**src/rtl/fetch_instr_queue_pkg.sv**
```systemverilog
// Shared fetch-queue types and constants: entry layout, fetch width and PC width.
package fetch_instr_queue_pkg;

  localparam int unsigned ADDR_WIDTH  = 32;
  localparam int unsigned INSTR_WIDTH = 32;
  localparam int unsigned FETCH_WIDTH = 2;

  typedef struct packed {
    logic [INSTR_WIDTH-1:0] instr;
    logic [ADDR_WIDTH-1:0]  pc;
  } fq_entry_t;

  function automatic logic [1:0] lane_popcount(input logic [1:0] v);
    return {1'b0, v[0]} + {1'b0, v[1]};
  endfunction

endpackage

```
**src/rtl/fq_storage_ram.sv**
```systemverilog
// Entry array for the fetch queue: two write ports, two asynchronous read ports.
module fq_storage_ram
  import fetch_instr_queue_pkg::*;
#(
  parameter int unsigned DEPTH = 8,
  parameter int unsigned WIDTH = INSTR_WIDTH + ADDR_WIDTH,
  localparam int unsigned PW   = $clog2(DEPTH)
) (
  input  logic                   clk_i,
  input  logic [FETCH_WIDTH-1:0] we_i,
  input  logic [PW-1:0]          waddr_i [FETCH_WIDTH],
  input  logic [WIDTH-1:0]       wdata_i [FETCH_WIDTH],
  input  logic [PW-1:0]          raddr_i [FETCH_WIDTH],
  output logic [WIDTH-1:0]       rdata_o [FETCH_WIDTH]
);

  // Contents are don't-care after reset, so the array carries no reset.
  logic [WIDTH-1:0] mem_q [DEPTH];

  always_ff @(posedge clk_i) begin
    for (int k = 0; k < FETCH_WIDTH; k++) begin
      if (we_i[k]) begin
        mem_q[waddr_i[k]] <= wdata_i[k];
      end
    end
  end

  always_comb begin
    for (int k = 0; k < FETCH_WIDTH; k++) begin
      rdata_o[k] = mem_q[raddr_i[k]];
    end
  end

endmodule

```
**src/rtl/fetch_instr_queue.sv**
```systemverilog
// Decoupling queue between 2-wide fetch and 2-wide decode; compacts pushes, retires in order.
module fetch_instr_queue
  import fetch_instr_queue_pkg::*;
#(
  parameter int unsigned DEPTH = 8,
  parameter int unsigned AW    = ADDR_WIDTH,
  localparam int unsigned PW   = $clog2(DEPTH),
  localparam int unsigned CW   = $clog2(DEPTH) + 1
) (
  input  logic                   sys_clk,
  input  logic                   reset,
  input  logic                   flush,
  input  logic [31:0]            in_instr  [FETCH_WIDTH],
  input  logic [FETCH_WIDTH-1:0] in_valid,
  input  logic [AW-1:0]          in_pc     [FETCH_WIDTH],
  output logic                   in_ready,
  output logic [31:0]            dec_instr [FETCH_WIDTH],
  output logic [FETCH_WIDTH-1:0] dec_valid,
  output logic [AW-1:0]          dec_pc    [FETCH_WIDTH],
  input  logic [FETCH_WIDTH-1:0] dec_ready,
  output logic [CW-1:0]          count
);

  localparam int unsigned EW = 32 + AW;

  logic [PW-1:0] rd_ptr_q, rd_ptr_d;
  logic [PW-1:0] wr_ptr_q, wr_ptr_d;
  logic [CW-1:0] count_q, count_d;

  logic                   push_en;
  logic [1:0]             n_push, n_pop;
  logic                   pop0, pop1;
  logic [FETCH_WIDTH-1:0] we;
  logic [PW-1:0]          waddr [FETCH_WIDTH];
  logic [EW-1:0]          wdata [FETCH_WIDTH];
  logic [PW-1:0]          raddr [FETCH_WIDTH];
  logic [EW-1:0]          rdata [FETCH_WIDTH];

  // Depends on registered occupancy only, so decode/flush never feed back into fetch.
  assign in_ready     = (count_q <= CW'(DEPTH - 2));
  assign dec_valid[0] = (count_q >= CW'(1));
  assign dec_valid[1] = (count_q >= CW'(2));
  assign count        = count_q;

  always_comb begin
    push_en  = in_ready & ~flush;
    we       = '0;
    waddr[0] = wr_ptr_q;
    waddr[1] = wr_ptr_q + PW'(1);
    // A lone lane-1 instruction is compacted into the lane-0 write slot.
    wdata[0] = in_valid[0] ? {in_instr[0], in_pc[0]} : {in_instr[1], in_pc[1]};
    wdata[1] = {in_instr[1], in_pc[1]};
    n_push   = 2'd0;
    if (push_en) begin
      we[0]  = |in_valid;
      we[1]  = &in_valid;
      n_push = lane_popcount(in_valid);
    end

    pop0  = dec_valid[0] & dec_ready[0];
    pop1  = pop0 & dec_valid[1] & dec_ready[1];
    n_pop = {1'b0, pop0} + {1'b0, pop1};

    raddr[0] = rd_ptr_q;
    raddr[1] = rd_ptr_q + PW'(1);

    if (flush) begin
      rd_ptr_d = '0;
      wr_ptr_d = '0;
      count_d  = '0;
    end else begin
      rd_ptr_d = rd_ptr_q + PW'(n_pop);
      wr_ptr_d = wr_ptr_q + PW'(n_push);
      count_d  = count_q + CW'(n_push) - CW'(n_pop);
    end
  end

  always_ff @(posedge sys_clk or negedge reset) begin
    if (!reset) begin
      rd_ptr_q <= '0;
      wr_ptr_q <= '0;
      count_q  <= '0;
    end else begin
      rd_ptr_q <= rd_ptr_d;
      wr_ptr_q <= wr_ptr_d;
      count_q  <= count_d;
    end
  end

  fq_storage_ram #(
    .DEPTH (DEPTH),
    .WIDTH (EW)
  ) u_storage (
    .clk_i   (sys_clk),
    .we_i    (we),
    .waddr_i (waddr),
    .wdata_i (wdata),
    .raddr_i (raddr),
    .rdata_o (rdata)
  );

  always_comb begin
    for (int k = 0; k < FETCH_WIDTH; k++) begin
      dec_instr[k] = rdata[k][EW-1:AW];
      dec_pc[k]    = rdata[k][AW-1:0];
    end
  end

`ifndef SYNTHESIS
  count_le_depth: assert property (@(posedge sys_clk) disable iff (!reset)
    count_q <= CW'(DEPTH));
`endif

endmodule

```
**config.mk**
```make
export PLATFORM = sky130hd
export DESIGN_NAME = fetch_instr_queue
export DESIGN_NICKNAME = d
export VERILOG_FILES = /design/src/rtl/fetch_instr_queue_pkg.sv /design/src/rtl/fq_storage_ram.sv /design/src/rtl/fetch_instr_queue.sv
export SDC_FILE = /design/constraint.sdc
export NUM_CORES = 1
export LEC_CHECK = 0
export BUFFER_PORTS_ARGS = -buffer_cell sky130_fd_sc_hd__buf_2
export CORE_AREA = 2 2 255 207
export CTS_CLUSTER_SIZE = 24
export DETAILED_ROUTE_END_ITERATION = 16
export DIE_AREA = 0 0 257 209
export PLACE_DENSITY_LB_ADDON = 0.1
export SLEW_MARGIN = 10
export SYNTH_ARGS = -nofsm -noshare
export SYNTH_HDL_FRONTEND = slang
export SYNTH_SLANG_ARGS = --single-unit
```
**constraint.sdc**
```tcl
create_clock -name sys_clk -period 9.4 [get_ports sys_clk]
set_input_delay 1.41 -clock sys_clk [delete_from_list [all_inputs] [get_ports sys_clk]]
set_output_delay 1.41 -clock sys_clk [all_outputs]
set_load 0.005 [all_outputs]
```
==> metrics.txt <==
TNS Setup 0 ns; clock sinks 522; initial antenna violation count 4; hold violation total from the final report 0; final setup fails 0; internal power 5.77 mW; Overflow after GRT 0; global-route wire length before repair 123000 microns; Clk network pwr share 0.269; Final min period approximately 6.2 ns; clock skew 0.0169 ns; ys flop type edfxtp_1; switching part of the total 0.305; Post-CTS Setup Bufs 0; post-synthesis net count around 1900; status complete, no violations; Ys Warns 0; wire length per cell 30.8 microns; Async S/R FF share, synth 0.0192; initial core utilization 0.601; share of cells above drive strength 1 0.687; Worst Setup Start Kind flip-flop; gp weighted congestion 0.788; Die ar. 0.0537 sq mm; Residual DRC 0; sequential area share after synthesis 0.505; # IOs 270; part of the power in registers 0.348; H-tree depth 2; Pwr Total 8.30 mW; drt total wl 82600 microns; nets 2090; area of the mapped netlist 0.0309 sq mm; worst path cell trace ha_4, buf_4, buf_4, mux4_2, mux2_2, buf_2; cell accounting for the most synthesized area edfxtp_1; Final Cycle Share 0.657; crit path DAT 4.77 ns; FMAX 162 MHz; top cell type's share of synthesized area 0.497; MaxCap Viol Count 0; Final Slew Violations 0; critical path class reg2out; Port-buffer cells 269; Post-CTS Resized 0; ANT nets after route 0; drt first pass iters 7; synthesized area per cell 18.1 sq um; largest net degree at the start of global routing 141; crit end category output port; Vias/cell ~7; Iteration-0 DRC Markers 1628; root buffer cell clkbuf_16; Mapped Cells 1713; PD cells 240 mW/mm^2; synth top area cells edfxtp_1, mux2_2, mux4_2; core area 0.0515 sq mm; via count 18200; Layout Utilization 0.670; Hold WC Path Type in2async; worst endpoint required time roughly 8 ns; CTS max path bufs 3; Reg clk slew, reported paths 0.06 ns; Post-CTS Hold Buffers 0; dpl hpwl 45800 microns; crit path max-delay cell type dfrtp_4; Yosys reg bits about 520; Pleak about 12 nW; placement row count 75; Peak VDD IR 0.208 mV; Most common cell on crit path buf_4; CTS buffer count 54; gr usage total 0.309; Psw 2.53 mW; Area Growth Syn to Fin 11.6%; combinational power share 0.383; unrepaired setup endpoints after global routing false; die height between 200 and 250 microns; CP peak stage delay 1.01 ns; r2r setup slk 5.56 ns; CTS tree done; Clock Latency Late Sink 0.62 ns; EDFF count, synth between 500 and 600; vias in the first global route 19000; peak fanout along the critical path 53; Least-Margin Pin Slew 1.18 ns; Synth cell types 33; Die W 257 microns; relative slew slack 0.216
## cell usage after synthesis, types with 7 or more instances
cell type  number
buf_2          57
buf_4          16
buf_6          35
clkbuf_1       24
dfrtp_1        10
edfxtp_1      512
ha_1           13
inv_1          13
mux2_2        705
mux4_2        256
nand4_1         8
nor2_1          7
nor2b_1         8
## metrics by stage
| stage | cell area [sq um] | hold slack, ns | worst slack (ns) | cells |
|---|---|---|---|---|
| after floorplan | 30900 | 0.595 | 1.59 | 1713 |
| after global placement | 32700 | 0.671 | 3.91 | 2575 |
| after detailed placement | 32700 | 0.684 | 3.87 | 2575 |
| after CTS | 34500 | 0.657 | 3.20 | 2677 |
| after global routing | 34500 | 0.680 | 3.06 | 2678 |
| final | 34500 | 0.677 | 3.22 | 2680 |
## power groups by stage
| stage | Sequential (mW) | Clock (mW) | Combinational [mW] |
|---|---|---|---|
| after floorplan | 2.85 | 0 | 2.25 |
| after global placement | 2.92 | 0 | 3.14 |
| after detailed placement | 2.93 | 0 | 3.19 |
| after CTS | 2.88 | 2.26 | 3.21 |
| after global routing | 2.90 | 2.34 | 3.39 |
| final | 2.88 | 2.23 | 3.18 |
## logic make-up (layout without fill, tap and decap cells)
family                     Yosys count  count (layout)  share of synthesized area
DFF                                522             522                      0.505
adders and majority gates           17              17                    0.00784
and+or+nand+nor                     45              45                    0.00918
xor gates and xnor gates             6               6                    0.00170
AOI/OAI and AO/OA                   11              11                    0.00235
buffers and inverters              151             422                     0.0311
other                                0               3                          0
muxes                              961             961                      0.443
## worst max-delay path, delay by kind of cell, from the launching register on
kind                     cells  cell delay, ns
buffers and inverters        3            1.45
adder cells (fa/ha/maj)      1            0.87
multiplexers                 2            0.73
flip-flops                   1            1.01
## layer usage
metal,GRT usage,vias to the layer above,wire (microns)
met2,0.490,887,39800
met5,0,-,13
met4,0.0802,2,1650
met3,0.0603,96,7210
li1,-,7605,-
met1,0.445,9634,33900
## final cells by class
cell class                      count  area [sq um]
Fill cell                        3513         17000
Sequential cell                   522         15600
Multi-Input combinational cell   1040         14500
Timing Repair Buffer              307          1650
Clock buffer                       65          1460
Tap cell                          693           867
Clock inverter                     37           370
Inverter                           13          48.8
Antenna cell                        3          7.51
## flip-flops by register name, indices dropped and copies added, names as in the netlist
| register | count |
|---|---|
| wr_ptr_q | 3 |
| u_storage.mem_q | 512 |
| rd_ptr_q | 3 |
| count | 4 |
## cells in the final DEF (no fill, tap or decap), drive strengths merged, types with 10 or more instances in the layout
master  instances
clkbuf         65
inv            13
dfrtp          10
buf           307
mux2          705
ha             13
edfxtp        512
clkinv         28
mux4          256
## final timing paths
path | start | endpoint | depth (start not counted)
worst min register to register | wr_ptr_q[2] | wr_ptr_q[2] | 2
worst max register to register | count[3] | u_storage.mem_q[6][38] | 6
worst min-delay path | reset | count[2] | 1
max in group asynchronous | reset | rd_ptr_q[2] | 1
worst max-delay path | rd_ptr_q[0] | dec_pc[3] | 6
min in group sys_clk | wr_ptr_q[2] | wr_ptr_q[2] | 2
(Power assumes the default switching activity.)
